## src/rtl/i2s_frame_tracker.sv

```systemverilog
// rtl/i2s_frame_tracker.sv - bit/slot position tracker for I2S or TDM serial audio
// Synchronises bclk/lrclk into clk, counts bit and slot position, and locks onto sync events.
module i2s_frame_tracker #(
  parameter int W_SLOT      = 32,
  parameter int N_SLOTS     = 2,
  parameter int SYNC_MODE   = 0,
  parameter int DELAY       = 1,
  parameter int SYNC_STAGES = 2,
  parameter int LOCK_SYNCS  = 2
) (
  input  logic                                        clk,
  input  logic                                        rst_n,
  input  logic                                        bclk,
  input  logic                                        lrclk,
  output logic                                        bit_tick,
  output logic [$clog2(W_SLOT)-1:0]                   bit_cnt,
  output logic [((N_SLOTS > 2) ? $clog2(N_SLOTS) : 1)-1:0] slot_cnt,
  output logic                                        slot_start,
  output logic                                        slot_last,
  output logic                                        frame_start,
  output logic                                        locked,
  output logic                                        err
);

  localparam int BW = $clog2(W_SLOT);
  localparam int SW = (N_SLOTS > 2) ? $clog2(N_SLOTS) : 1;
  localparam int GW = $clog2(LOCK_SYNCS + 1);

  typedef enum logic [1:0] {UNLOCKED, ACQUIRE, LOCKED} state_t;
  localparam state_t FIRST = (LOCK_SYNCS <= 1) ? LOCKED : ACQUIRE;

  logic [SYNC_STAGES-1:0] bclk_sr, lrclk_sr;
  logic                   bclk_d, lr_prev, pend, pend_lvl;
  state_t                 state;
  logic [GW-1:0]          good_cnt, good_inc;

  logic          tick, lr_s, sync_edge, apply, app_lvl;
  logic          bit_wrap, slot_wrap, good_sync, missing, active, lock_now;
  logic [BW-1:0] nat_bit, nb;
  logic [SW-1:0] nat_slot, tgt_slot, ns;

  always_comb begin
    lr_s      = lrclk_sr[SYNC_STAGES-1];
    tick      = bclk_d & ~bclk_sr[SYNC_STAGES-1];
    sync_edge = (SYNC_MODE != 0) ? (lr_s & ~lr_prev) : (lr_s ^ lr_prev);
    apply     = (DELAY == 0) ? sync_edge : pend;
    app_lvl   = (DELAY == 0) ? lr_s : pend_lvl;
    bit_wrap  = (bit_cnt == BW'(W_SLOT - 1));
    slot_wrap = (slot_cnt == SW'(N_SLOTS - 1));
    nat_bit   = bit_wrap ? '0 : bit_cnt + 1'b1;
    nat_slot  = slot_cnt;
    if (bit_wrap) nat_slot = slot_wrap ? '0 : slot_cnt + 1'b1;
    // I2S: lrclk low selects the left slot (0), high the right slot (1)
    tgt_slot  = (SYNC_MODE != 0) ? '0 : SW'(app_lvl);
    good_sync = (nat_bit == '0) && (nat_slot == tgt_slot);
    missing   = bit_wrap && ((SYNC_MODE == 0) || slot_wrap);
    nb        = apply ? '0 : nat_bit;
    ns        = apply ? tgt_slot : nat_slot;
    active    = apply || (state != UNLOCKED);
    good_inc  = good_cnt + 1'b1;
    lock_now  = (good_inc >= GW'(LOCK_SYNCS));
  end

  always_ff @(posedge clk or negedge rst_n) begin
    if (!rst_n) begin
      bclk_sr     <= '0;
      lrclk_sr    <= '0;
      bclk_d      <= 1'b0;
      lr_prev     <= 1'b0;
      pend        <= 1'b0;
      pend_lvl    <= 1'b0;
      state       <= UNLOCKED;
      good_cnt    <= '0;
      bit_tick    <= 1'b0;
      bit_cnt     <= '0;
      slot_cnt    <= '0;
      slot_start  <= 1'b0;
      slot_last   <= 1'b0;
      frame_start <= 1'b0;
      locked      <= 1'b0;
      err         <= 1'b0;
    end else begin
      bclk_sr     <= {bclk_sr[SYNC_STAGES-2:0], bclk};
      lrclk_sr    <= {lrclk_sr[SYNC_STAGES-2:0], lrclk};
      bclk_d      <= bclk_sr[SYNC_STAGES-1];
      bit_tick    <= tick;
      slot_start  <= 1'b0;
      slot_last   <= 1'b0;
      frame_start <= 1'b0;
      err         <= 1'b0;
      if (tick) begin
        lr_prev  <= lr_s;
        pend     <= sync_edge;
        pend_lvl <= lr_s;
        if (active) begin
          bit_cnt     <= nb;
          slot_cnt    <= ns;
          slot_start  <= (nb == '0);
          slot_last   <= (nb == BW'(W_SLOT - 1));
          frame_start <= (nb == '0) && (ns == '0);
        end
        if (apply && ((state == UNLOCKED) || !good_sync)) begin
          err      <= (state == LOCKED);
          state    <= FIRST;
          locked   <= (FIRST == LOCKED);
          good_cnt <= GW'(1);
        end else if (apply) begin
          if (state == ACQUIRE) begin
            good_cnt <= good_inc;
            if (lock_now) begin
              state  <= LOCKED;
              locked <= 1'b1;
            end
          end
        end else if ((state == LOCKED) && missing) begin
          // expected sync never arrived: keep counting but drop lock
          err      <= 1'b1;
          state    <= ACQUIRE;
          locked   <= 1'b0;
          good_cnt <= '0;
        end
      end
    end
  end

endmodule

```

## config.mk

```make
export PLATFORM = sky130hd
export DESIGN_NAME = i2s_frame_tracker
export DESIGN_NICKNAME = d
export VERILOG_FILES = /design/src/rtl/i2s_frame_tracker.sv
export SDC_FILE = /design/constraint.sdc
export NUM_CORES = 1
export LEC_CHECK = 0
export CAP_MARGIN = 20
export CORE_ASPECT_RATIO = 1.1
export CORE_MARGIN = 8
export CORE_UTILIZATION = 56
export DETAILED_ROUTE_END_ITERATION = 6
export MAX_ROUTING_LAYER = met4
export PLACE_DENSITY = 0.88
export SETUP_SLACK_MARGIN = 0.2
export SLEW_MARGIN = 20
export SYNTH_ARGS = -nofsm -noshare
export SYNTH_HDL_FRONTEND = slang
export SYNTH_SLANG_ARGS = --single-unit
```

## constraint.sdc

```tcl
create_clock -name clk -period 4.8 [get_ports clk]
set_input_delay 0.96 -clock clk [delete_from_list [all_inputs] [get_ports clk]]
set_output_delay 0.96 -clock clk [all_outputs]
set_load 0.02 [all_outputs]
```

==> impl_metrics.ini <==
[run_status]
outcome = finished clean

[worst_setup_path]
slowest_stage = sky130_fd_sc_hd__dfrtp_1
crit_start = bit_cnt[0]$_DFFE_PN0P_
regToRegStartpoint = bit_cnt[0]$_DFFE_PN0P_
timing.critical_path.to_type = flop
arrival_ns = 2.87
critical_path_buf_inv_count = 0
critical-path-top-cell-by-count = sky130_fd_sc_hd__ha_1
critical-path-top-delay-family = adder cells
critPathRequiredTime_ns = 5.00
critical_path.max_fanout = 12
worst-setup-path-type = flop to flop
worstPathCellList = ha_1 > and3_2 > ha_1 > xnor3_1 > nand4_1 > nor2_2 > a311o_1
critPathMaxStageDelay_ns = 0.52
setup.worst_path.start_class = flop

[clock_tree]
number_of_buffers_added_by_the_clock_tree_synthesis_step = 3
cts_root_buf = sky130_fd_sc_hd__clkbuf_4
clock-sinks = 22
cts_tree = built
clk_latency_worst_skew_pair_ns = 0.30
htree_levels = 1
ctsResizeCount = 0
cts_post_setup_buffers_inserted = 0
clock_path_buffers = 2
ctsHoldBuffers = 0
path_clk_slew_ns = 0.11

[grt]
global_route_wire_length_before_repair_mm = 3.643
grt_pass1_vias = 835
grt_max_degree = 23
antenna_found_initial = 0
global_route.overflow_total = 0
gr-usage-all-layers_pct = 12.80

[die]
die_h_um = 62.24
standard_cell_row_count = 16
boundaryPins = 16
start_util_pct = 60.42
core_sq_um = 1802
fp.dieArea_sq_um = 3612
die_w_um = 58.04

[routing]
route.detailed.wl_per_inst_um = 16.71
drt_first_pass_iters = 4
drt.antenna.violating_nets = 0
detail_route.vias_per_cell = 6.188
drt-initial-drc-count = 17
wl_mm = 2.222
vias = 823
route.detailed.drc = 0

[sta]
rsz0062_at_grt = false
slew_headroom_pct = 57.31
setup_viol = 0
worstMarginPinSlew_ns = 0.6390
period_minus_slack_ns = 2.672
timing.final.crit_share_pct = 55.67
tns_ns = 0
slew_violations = 0
timing.final.hold_violations = 0
fin_skew_ns = 0.002791
fmaxAchievable_mhz = 374.2

[synthesis]
synthesis.nets = 106
synth.yosys.warnings = 0
synthesis.instances = 99
yosysSeqAreaShare_pct = 50.57
synth_area_sq_um = 1089
synth_area_per_cell_sq_um = 11.00
netlist-cell-type-count = 38
postSynthRegisterBits = 22

[cells_and_area]
drive_gt1_share_pct = 10.43
insertedDiodeCount = 0
area_growth_syn_to_layout_pct = 17.93
final_common_cell = sky130_fd_sc_hd__dfrtp_1
numnets_final = 123
mostFrequentLayoutCells = sky130_fd_sc_hd__dfrtp_1 (22), sky130_fd_sc_hd__clkdlybuf4s50_1 (14), sky130_fd_sc_hd__nand2_1 (10)
layout.core_utilization_pct = 71.25

[pwr]
vdd.ir_drop.worst_v = 0.0003176
p_per_area_nw_per_um2 = 451.6
total_leakage_power_nw = 0.5650

[placement]
hpwlAfterDp_mm = 1.596
buffer_ports.inserted = 15
routabilityCongestion = 0.9704

[run]
max_cap_violations = 0

[min_path]
timing.hold.worst.class = flop to flop
holdCritStartpoint = lrclk_sr[0]$_DFF_PN0_
==> layout make-up <==
| type | instances | area (sq um) |
|---|---|---|
| multi-input cells | 71 | 514.2 |
| flip-flops and latches | 22 | 550.5 |
| well taps | 18 | 22.52 |
| inverters | 2 | 7.507 |
| repair buffers | 16 | 152.6 |
| clock buffers | 4 | 36.28 |
| fillers | 118 | 518.0 |
==> where the power goes <==
part            total, W  internal, W  leakage [nW]  switching (W)
Clock          0.0000992    0.0000463        0.0210      0.0000529
Sequential      0.000269     0.000215         0.277      0.0000542
Combinational   0.000211    0.0000991         0.267       0.000112
==> logic make-up (layout without fill, tap and decap cells) <==
group	count (synthesis)	after routing	synth area share, %
DFF	22	22	50.57
buffers and inverters	6	22	2.184
adders and majority gates	3	3	3.449
muxes	3	3	2.988
and+or+nand+nor	40	40	20.11
xor gates and xnor gates	5	5	5.287
AOI/OAI and AO/OA	20	20	15.40
==> through the flow <==
stage / power (W) / hold slack, ns / cells / area (sq um) / worst slack (ns)
after floorplan: 0.0004022 / 0.3312 / 99 / 1089 / 2.552
after global placement: 0.0004715 / 0.3336 / 129 / 1252 / 2.323
after detailed placement: 0.0004804 / 0.3411 / 129 / 1252 / 2.199
after CTS: 0.0005810 / 0.3682 / 133 / 1289 / 2.151
after global routing: 0.0006072 / 0.3712 / 133 / 1284 / 1.986
final: 0.0005797 / 0.3624 / 133 / 1284 / 2.128
==> Yosys cell counts (all sizes together) <==
library cell,number,area (sq um)
a21bo,1,10.01
o211ai,1,7.510
and3b,1,8.760
nand3,3,15.01
a311o,1,10.01
nand2,10,37.54
inv,2,7.510
o31ai,1,7.510
nor4,2,12.51
xnor3,1,22.52
clkbuf,3,11.26
o21a,2,15.01
a2111oi,1,8.760
nor4b,1,15.01
o22a,1,8.760
o41a,1,11.26
a311oi,1,26.28
nand2b,3,18.77
a31oi,1,6.260
or3,1,6.260
nor2b,2,12.51
a31o,1,8.760
nand4,3,18.77
nand3b,1,7.510
and3,1,7.510
mux2i,1,10.01
o21ai,6,30.03
dfrtp,22,550.5
ha,3,37.54
mux2,2,22.52
nor2,5,21.27
xor2,4,35.03
buf,1,5.000
o41ai,2,17.52
and2,2,12.51
nor3,5,25.02
==> worst register-to-register path, delay by kind of cell, from the launching register on <==
kind,cells,cell delay (ns)
AOI/OAI and AO/OA,1,0.33
xor gates and xnor gates,1,0.51
adders and majority gates,2,0.74
DFF,1,0.52
and+or+nand+nor,3,0.47
==> final timing paths <==
check                      slack [ns]  cells past startpoint                      end
setup / recovery                 2.13                      7  good_cnt[1]$_DFFE_PN0P_
hold / removal                   0.36                      0    lrclk_sr[1]$_DFF_PN0_
setup reg to reg                 2.13                      7  good_cnt[1]$_DFFE_PN0P_
hold reg to reg                  0.36                      0    lrclk_sr[1]$_DFF_PN0_
max in group asynchronous        3.89                      1    frame_start$_DFF_PN0_
min in group asynchronous        0.59                      1      slot_last$_DFF_PN0_
==> flip-flops by register name (all words and copies together), names as in the netlist <==
| register | cells |
|---|---|
| bit_cnt | 5 |
| bclk_sr | 2 |
| good_cnt | 2 |
| lrclk_sr | 2 |
| app_lvl | 1 |
| apply | 1 |
| bclk_d | 1 |
| bit_tick | 1 |
| err | 1 |
| frame_start | 1 |
| locked | 1 |
| slot_cnt | 1 |
| slot_last | 1 |
| slot_start | 1 |
| state | 1 |
==> metal layers <==
metal,part of all wire (%),wire length (um),global-route usage [%]
met5,0,0,-
met1,43,962,13.36
met2,50,1102,20.81
met4,2.6,58,7.669
met3,4.4,98,3.498
No activity file was read; power rests on OpenSTA's default activity.
